### config.mk
export PLATFORM = sky130hd
export DESIGN_NAME = ddr_frame_reader
export DESIGN_NICKNAME = d
export VERILOG_FILES = /design/src/rtl/ddr_stream_pkg.sv /design/src/rtl/ddr_frame_reader_beat_fifo.sv /design/src/rtl/ddr_frame_reader.sv
export SDC_FILE = /design/constraint.sdc
export NUM_CORES = 2
export LEC_CHECK = 0
export BUFFER_PORTS_ARGS = -buffer_cell sky130_fd_sc_hd__buf_4
export CAP_MARGIN = 20
export CORE_ASPECT_RATIO = 1.2
export CORE_UTILIZATION = 30
export DETAILED_ROUTE_END_ITERATION = 12
export PLACE_DENSITY = 0.55
export SYNTH_ARGS = -nofsm -noshare
export SYNTH_HDL_FRONTEND = slang
export SYNTH_SLANG_ARGS = --single-unit
### constraint.sdc
create_clock -name clk_133M -period 5.5 [get_ports clk_133M]
set_clock_uncertainty 0.2 [all_clocks]
set_input_delay 1.1 -clock clk_133M [delete_from_list [all_inputs] [get_ports clk_133M]]
set_output_delay 1.1 -clock clk_133M [all_outputs]
set_load 0.03 [all_outputs]
### src/rtl/ddr_stream_pkg.sv
// Shared constants, widths and state encoding for the DDR read-stream path.
package ddr_stream_pkg;

  localparam int unsigned DEF_BEATS_PER_FRAME = 38400;
  localparam int unsigned DEF_ADDR_STEP       = 8;
  localparam int unsigned DEF_DEPTH           = 16;

  localparam int unsigned ADDR_W = 25;
  localparam int unsigned DATA_W = 128;
  localparam int unsigned FCW    = 16;

  typedef enum logic [1:0] {
    IDLE  = 2'd0,
    DRAIN = 2'd1,
    ISSUE = 2'd2
  } rd_state_t;

  // Beat addresses wrap modulo 2^ADDR_W.
  function automatic logic [ADDR_W-1:0] addr_advance(input logic [ADDR_W-1:0] a,
                                                     input int unsigned       step);
    return a + ADDR_W'(step);
  endfunction

endpackage

### src/rtl/ddr_frame_reader_beat_fifo.sv
// Synchronous first-word-fall-through beat FIFO; the head is visible the cycle after a push.
module beat_fifo
  import ddr_stream_pkg::*;
#(
  parameter int unsigned DEPTH = DEF_DEPTH
) (
  input  logic                   clk_i,
  input  logic                   rst_n_i,
  input  logic                   wr_en_i,
  input  logic [DATA_W-1:0]      wr_data_i,
  input  logic                   rd_en_i,
  output logic [DATA_W-1:0]      rd_data_o,
  output logic [$clog2(DEPTH):0] count_o,
  output logic                   full_o,
  output logic                   empty_o
);

  localparam int unsigned AW = $clog2(DEPTH);
  localparam int unsigned CW = AW + 1;

  logic [DATA_W-1:0] mem_q [DEPTH];
  logic [AW-1:0]     wr_ptr_q;
  logic [AW-1:0]     rd_ptr_q;
  logic [CW-1:0]     count_q;

  always_ff @(posedge clk_i) begin
    if (!rst_n_i) begin
      wr_ptr_q <= '0;
      rd_ptr_q <= '0;
      count_q  <= '0;
    end else begin
      if (wr_en_i) wr_ptr_q <= wr_ptr_q + AW'(1);
      if (rd_en_i) rd_ptr_q <= rd_ptr_q + AW'(1);
      unique case ({wr_en_i, rd_en_i})
        2'b10:   count_q <= count_q + CW'(1);
        2'b01:   count_q <= count_q - CW'(1);
        default: count_q <= count_q;
      endcase
    end
  end

  always_ff @(posedge clk_i) begin
    if (wr_en_i) mem_q[wr_ptr_q] <= wr_data_i;
  end

  // Storage is never reset, so an empty FIFO presents zero rather than stale data.
  assign rd_data_o = empty_o ? '0 : mem_q[rd_ptr_q];
  assign count_o   = count_q;
  assign full_o    = (count_q == CW'(DEPTH));
  assign empty_o   = (count_q == '0);

endmodule

### src/rtl/ddr_frame_reader.sv
// Frame read-request generator with credit-limited beat buffering toward the VGA pixel stream.
module ddr_frame_reader
  import ddr_stream_pkg::*;
#(
  parameter int unsigned BEATS_PER_FRAME = DEF_BEATS_PER_FRAME,
  parameter int unsigned ADDR_STEP       = DEF_ADDR_STEP,
  parameter int unsigned DEPTH           = DEF_DEPTH
) (
  input  logic              clk_133M,
  input  logic              rst_n_133M,
  input  logic              frame_start,
  input  logic [ADDR_W-1:0] base_address,
  input  logic              ram_busy,
  output logic              vga_read_req,
  output logic [ADDR_W-1:0] vga_read_address,
  input  logic              rd_data_valid,
  input  logic [DATA_W-1:0] vga_read_data,
  output logic [DATA_W-1:0] pix_data,
  output logic              pix_valid,
  input  logic              pix_ready,
  output logic              frame_busy,
  output logic              frame_done,
  output logic              rd_err
);

  localparam int unsigned CW = $clog2(DEPTH) + 1;

  rd_state_t         state_q, state_d;
  logic [ADDR_W-1:0] addr_q, addr_d;
  logic [ADDR_W-1:0] req_addr_q, req_addr_d;
  logic              req_q, req_d;
  logic [FCW-1:0]    issued_cnt_q, issued_cnt_d;
  logic [FCW-1:0]    recv_cnt_q, recv_cnt_d;
  logic [FCW-1:0]    out_cnt_q, out_cnt_d;
  logic [CW-1:0]     outstanding_q, outstanding_d;
  logic              done_q, done_d;
  logic              err_q, err_d;

  logic [CW-1:0]     fifo_count;
  logic              fifo_full;
  logic              fifo_empty;
  logic [CW:0]       inflight;
  logic              credit_ok;
  logic              issue;
  logic              ret_ok;
  logic              push;
  logic              pop;

  // Credits cover both beats in flight and beats already buffered, so the FIFO cannot overflow.
  assign inflight  = {1'b0, outstanding_q} + {1'b0, fifo_count};
  assign credit_ok = (inflight < (CW+1)'(DEPTH));
  assign issue     = (state_q == ISSUE) & ~ram_busy & credit_ok &
                     (issued_cnt_q != FCW'(BEATS_PER_FRAME));
  assign pop       = ~fifo_empty & pix_ready;
  assign ret_ok    = rd_data_valid & (outstanding_q != '0);
  assign push      = ret_ok & (~fifo_full | pop);

  always_comb begin
    state_d       = state_q;
    addr_d        = issue ? addr_advance(addr_q, ADDR_STEP) : addr_q;
    req_d         = issue;
    req_addr_d    = issue ? addr_q : req_addr_q;
    issued_cnt_d  = issued_cnt_q + FCW'(issue);
    recv_cnt_d    = recv_cnt_q + FCW'(ret_ok);
    out_cnt_d     = out_cnt_q + FCW'(pop);
    outstanding_d = outstanding_q + CW'(issue) - CW'(ret_ok);
    done_d        = 1'b0;
    err_d         = err_q | (rd_data_valid & (outstanding_q == '0)) |
                    (ret_ok & fifo_full & ~pop);

    unique case (state_q)
      IDLE: begin
        if (frame_start) begin
          state_d      = ISSUE;
          addr_d       = base_address;
          issued_cnt_d = '0;
          recv_cnt_d   = '0;
          out_cnt_d    = '0;
        end
      end
      ISSUE: begin
        if (issued_cnt_q == FCW'(BEATS_PER_FRAME)) state_d = DRAIN;
      end
      DRAIN: begin
        if (out_cnt_q == FCW'(BEATS_PER_FRAME)) begin
          state_d = IDLE;
          done_d  = 1'b1;
        end
      end
      default: state_d = IDLE;
    endcase
  end

  always_ff @(posedge clk_133M) begin
    if (!rst_n_133M) begin
      state_q       <= IDLE;
      req_q         <= 1'b0;
      req_addr_q    <= '0;
      issued_cnt_q  <= '0;
      recv_cnt_q    <= '0;
      out_cnt_q     <= '0;
      outstanding_q <= '0;
      done_q        <= 1'b0;
      err_q         <= 1'b0;
    end else begin
      state_q       <= state_d;
      req_q         <= req_d;
      req_addr_q    <= req_addr_d;
      issued_cnt_q  <= issued_cnt_d;
      recv_cnt_q    <= recv_cnt_d;
      out_cnt_q     <= out_cnt_d;
      outstanding_q <= outstanding_d;
      done_q        <= done_d;
      err_q         <= err_d;
    end
  end

  // The running address is always reloaded on frame_start before use.
  always_ff @(posedge clk_133M) begin
    addr_q <= addr_d;
  end

  beat_fifo #(
    .DEPTH(DEPTH)
  ) u_fifo (
    .clk_i    (clk_133M),
    .rst_n_i  (rst_n_133M),
    .wr_en_i  (push),
    .wr_data_i(vga_read_data),
    .rd_en_i  (pop),
    .rd_data_o(pix_data),
    .count_o  (fifo_count),
    .full_o   (fifo_full),
    .empty_o  (fifo_empty)
  );

  assign vga_read_req     = req_q;
  assign vga_read_address = req_addr_q;
  assign pix_valid        = ~fifo_empty;
  assign frame_busy       = (state_q != IDLE);
  assign frame_done       = done_q;
  assign rd_err           = err_q;

endmodule

==> parameters.txt <==
Parameter                              Value

Timing
  Final hold violations    0
  Setup violators final    0
  Max Slew Vio Count    0
  Unrepaired setup endpoints after global routing    no
  Crit share post-route    between 90 and 100%
  Highest attainable clock frequency    about 200 MHz
  Final critical-path required period    ~5.1 ns
  Fin Setup TNS    0 ns
  Worst Tran Pin Value    about 1 ns
  Slew headroom    between 30% and 40%

Worst hold path
  Cell depth of the worst min-delay path    3
  Worst Hold End    addr_q[11]$_DFF_P_
  Path type of the worst min-delay path    primary input to flip-flop
  Hold Path Origin    base_address[11]

CTS
  Clock network latency to the later pin of the worst-skew pair    between 0.8 and 0.9 ns
  Clk root buf    sky130_fd_sc_hd__clkbuf_16
  Maximum clock insertion buffer count    4
  CTS buffer count    223
  CTS hold repair buffers    0
  TritonCTS clock tree    built
  Level count of the clock H-tree    4
  Number of resized instances in the post-cts repair step    0
  Clock-pin transition on the worst setup and hold timing paths    around 0.060 ns
  Clock Sinks    about 2.2k
  Post-CTS Setup Repair Bufs    0

Drt
  Detailed Routing Iterations Pass 1    5
  Detailed-route wire length per cell    roughly 26 um
  Number of DRC violations after detailed-routing iteration 0    a little over 3k
  Routed via count    38.18k
  Per-cell via count in the routed design    between 4 and 5
  Number of remaining DRC errors    0
  Count of antenna-violating nets left after detailed routing    0
  Total routed wirelength    slightly above 200,000 um

Floorplanning
  Horizontal extent of the die    ~480 um
  Count of standard-cell rows    between 200 and 250
  Die Height    577.8 um
  I/O pin count    approximately 320
  Total core area    275,100 um2
  Initial Utilization    a little under a third
  Total Die Area    about 280,000 um2

Setup path
  Crit end category    output pin
  Setup slack on the worst flop-to-flop path    ~1.6 ns
  Worst-case reg-to-reg path depth    8
  Worst Path Class, Setup    flip-flop to output pin
  R2R Path End    u_fifo.mem_q[9][36]$_DFFE_PP_
  Setup crit start kind    flip-flop
  R2R Path Start    outstanding_q[2]$_SDFF_PN0_
  Crit Path Max Fanout    36
  Worst Path Required    4.20 ns
  Worst EP arrival    ~3.8 ns

Placement
  Number of buffers inserted by port buffering    316
  Placer Congestion    around 0.76
  Placed wire-length estimate after detailed placement    ~110,000 um

Power and ir drop
  Worst supply voltage drop on vdd    a little over 0.0004 V
  Power per unit of standard cell area    between 400 and 500 nW/um2
  Standby leakage power    30.00 nW

Synth
  Sequential share of the synthesized area    76.86%
  Synthesized cell area    between 80,000 and 90,000 um2
  Mean post-synth cell area    approximately 23 um2
  Number of synthesis warnings    0
  Count of unique library cells instantiated by Yosys    46
  Synthesized instance count    3,590
  Syn nets    ~3.8k
  Seq cells post-synth    2,157
  Number of flops mapped to enable cells by yosys    2,051
  Async SR Flop Fraction    0%
  Most used flip-flop cell after synthesis    sky130_fd_sc_hd__edfxtp_1

Layout
  Net count reported at finish    4,260
  Layout overhead on the synthesized area    17.92%
  Fraction of final layout cells sized beyond drive strength 1    about a third
  Count of fill cells added during filler insertion    approximately 25k
  Post-route core utilization    between 30% and 40%

Global routing
  Number of global-route vias before repair    between 40k and 50k
  Pin count of the biggest net entering global routing    96
  Global-route wire length before repair    291,400 um
  Number of antenna violations at the first check in global routing    around 50
  Congestion Overflow GR    0
  Overall global routing resource usage    approximately 14%

Status
  Status    finished, final reports clean

Flow run
  Number of violations of the max-capacitance limit    0
## synthesized netlist by cell type, drive strengths merged, types with 2 or more instances
library cell,count,area share [%]
clkbuf,94,0.43
or3,8,0.060
and4,5,0.053
or4,6,0.054
nand3,17,0.10
nand3b,3,0.027
mux2i,4,0.048
ha,24,0.36
mux2,3,0.041
nor4bb,2,0.024
nand2,93,0.42
o21ai,18,0.11
xnor2,23,0.24
nand4,18,0.14
edfxtp,2051,74
a31oi,6,0.045
fa,2,0.048
a21oi,52,0.31
nor3,10,0.074
inv,23,0.10
xor2,21,0.22
and3,11,0.083
dfxtp,106,2.6
nor2b,3,0.023
o31ai,5,0.045
mux4,640,17
nor2,67,0.30
or3b,2,0.021
and2,149,1.1
nor4b,4,0.042
a21o,2,0.018
nor3b,3,0.027
buf,90,0.93
nor4,19,0.16
## sequential cells by signal, summed over array words and instances, names as in the netlist, named ones only
| register | flops |
|---|---|
| addr_q | 25 |
| frame_done | 1 |
| issued_cnt_q | 16 |
| out_cnt_q | 16 |
| outstanding_q | 5 |
| rd_err | 1 |
| state_q | 2 |
| u_fifo.count_o | 5 |
| u_fifo.mem_q | 2048 |
| u_fifo.rd_ptr_q | 4 |
| u_fifo.wr_ptr_q | 4 |
| vga_read_address | 25 |
| vga_read_req | 1 |
## power breakdown
| group | internal (mW) | switching [mW] | leakage, nW | total, mW |
|---|---|---|---|---|
| logic | 4.18 | 5.89 | 7.14 | 10.1 |
| registers | 18.8 | 0.285 | 19.4 | 19.1 |
| clock network | 8.61 | 6.23 | 3.49 | 14.8 |
## cell usage in the layout, fill, tap and decap left out, types with 19 or more instances in the layout
cell	netlist	layout
sky130_fd_sc_hd__clkinv_1	0	52
sky130_fd_sc_hd__xnor2_1	23	23
sky130_fd_sc_hd__and2_1	149	133
sky130_fd_sc_hd__nand2_1	93	93
sky130_fd_sc_hd__buf_12	0	72
sky130_fd_sc_hd__mux4_2	640	640
sky130_fd_sc_hd__inv_1	20	19
sky130_fd_sc_hd__xor2_1	21	21
sky130_fd_sc_hd__buf_4	0	372
sky130_fd_sc_hd__dfxtp_1	106	102
sky130_fd_sc_hd__clkbuf_16	0	225
sky130_fd_sc_hd__nor2_1	67	67
sky130_fd_sc_hd__clkinv_2	0	38
sky130_fd_sc_hd__edfxtp_1	2051	2051
sky130_fd_sc_hd__bufinv_16	0	23
sky130_fd_sc_hd__clkbuf_1	94	39
sky130_fd_sc_hd__ha_1	24	24
sky130_fd_sc_hd__a21oi_1	52	52
## how the worst max path moves through the flow
stage	endpoint	start	cells past startpoint	slack (ns)
2_1_floorplan	u_fifo.mem_q[10][0]$_DFFE_PP_	pix_ready	5	1.19
3_3_place_gp	u_fifo.mem_q[11][69]$_DFFE_PP_	pix_ready	7	1.03
3_5_place_dp	u_fifo.mem_q[11][71]$_DFFE_PP_	pix_ready	7	0.99
4_1_cts	pix_data[113]	flip-flop	6	0.27
5_1_grt	pix_data[23]	flip-flop	6	0.22
6_report	pix_data[23]	flip-flop	6	0.45
## through the flow
stage | cell area [um2] | total power [mW] | cells | hold WS, ns | setup WS, ns
floorplan | 82910 | 25.78 | 3590 | 0.2530 | 1.188
global placement | 90600 | 29.75 | 7471 | 0.2456 | 1.033
detailed placement | 90600 | 29.80 | 7471 | 0.2507 | 0.9889
CTS | 97710 | 44.70 | 7871 | 0.1784 | 0.2703
global route | 97720 | 45.73 | 7876 | 0.2066 | 0.2217
finish | 97750 | 43.98 | 7885 | 0.2530 | 0.4466
## logic make-up (layout without fill, tap and decap cells)
kind of cell               Yosys count  after routing  share of synthesized area (%)
DFF                               2157           2157                          76.86
muxes                              647            647                          17.48
and+or+nand+nor                    422            422                          2.753
buffers and inverters              207            867                          1.457
AOI/OAI and AO/OA                   87             87                         0.5781
xor gates and xnor gates            44             44                         0.4649
adders and majority gates           26             26                         0.4106
other                                0             14                              0
## final cells by class
type	instances	area (um2)	area share [%]
Tap cell	3621	4531	4.635
Inverter	23	91.34	0.09344
Clock buffer	268	5832	5.966
Multi-Input combinational cell	1226	18010	18.43
Antenna cell	14	35.03	0.03584
Timing Repair Buffer	444	4234	4.332
Clock inverter	132	1281	1.311
Sequential cell	2157	63730	65.20
## routing by layer
layer	GRT usage (%)	part of all wire [%]	up-vias
met5	0	0.10	-
met4	3.908	2.5	32
met3	2.969	5.7	331
met2	23.43	48	987
met1	19.66	43	20700
li1	-	-	16133
## worst max-delay path: stages (launching register included)
cell and delay [ns]:
sky130_fd_sc_hd__dfxtp_4 0.79, sky130_fd_sc_hd__buf_12 0.30, sky130_fd_sc_hd__buf_12 0.31, sky130_fd_sc_hd__mux4_2 0.58
sky130_fd_sc_hd__mux4_2 0.50, sky130_fd_sc_hd__and2_1 0.18, sky130_fd_sc_hd__buf_4 0.16
Note: power is estimated with default switching activity, not from simulation.
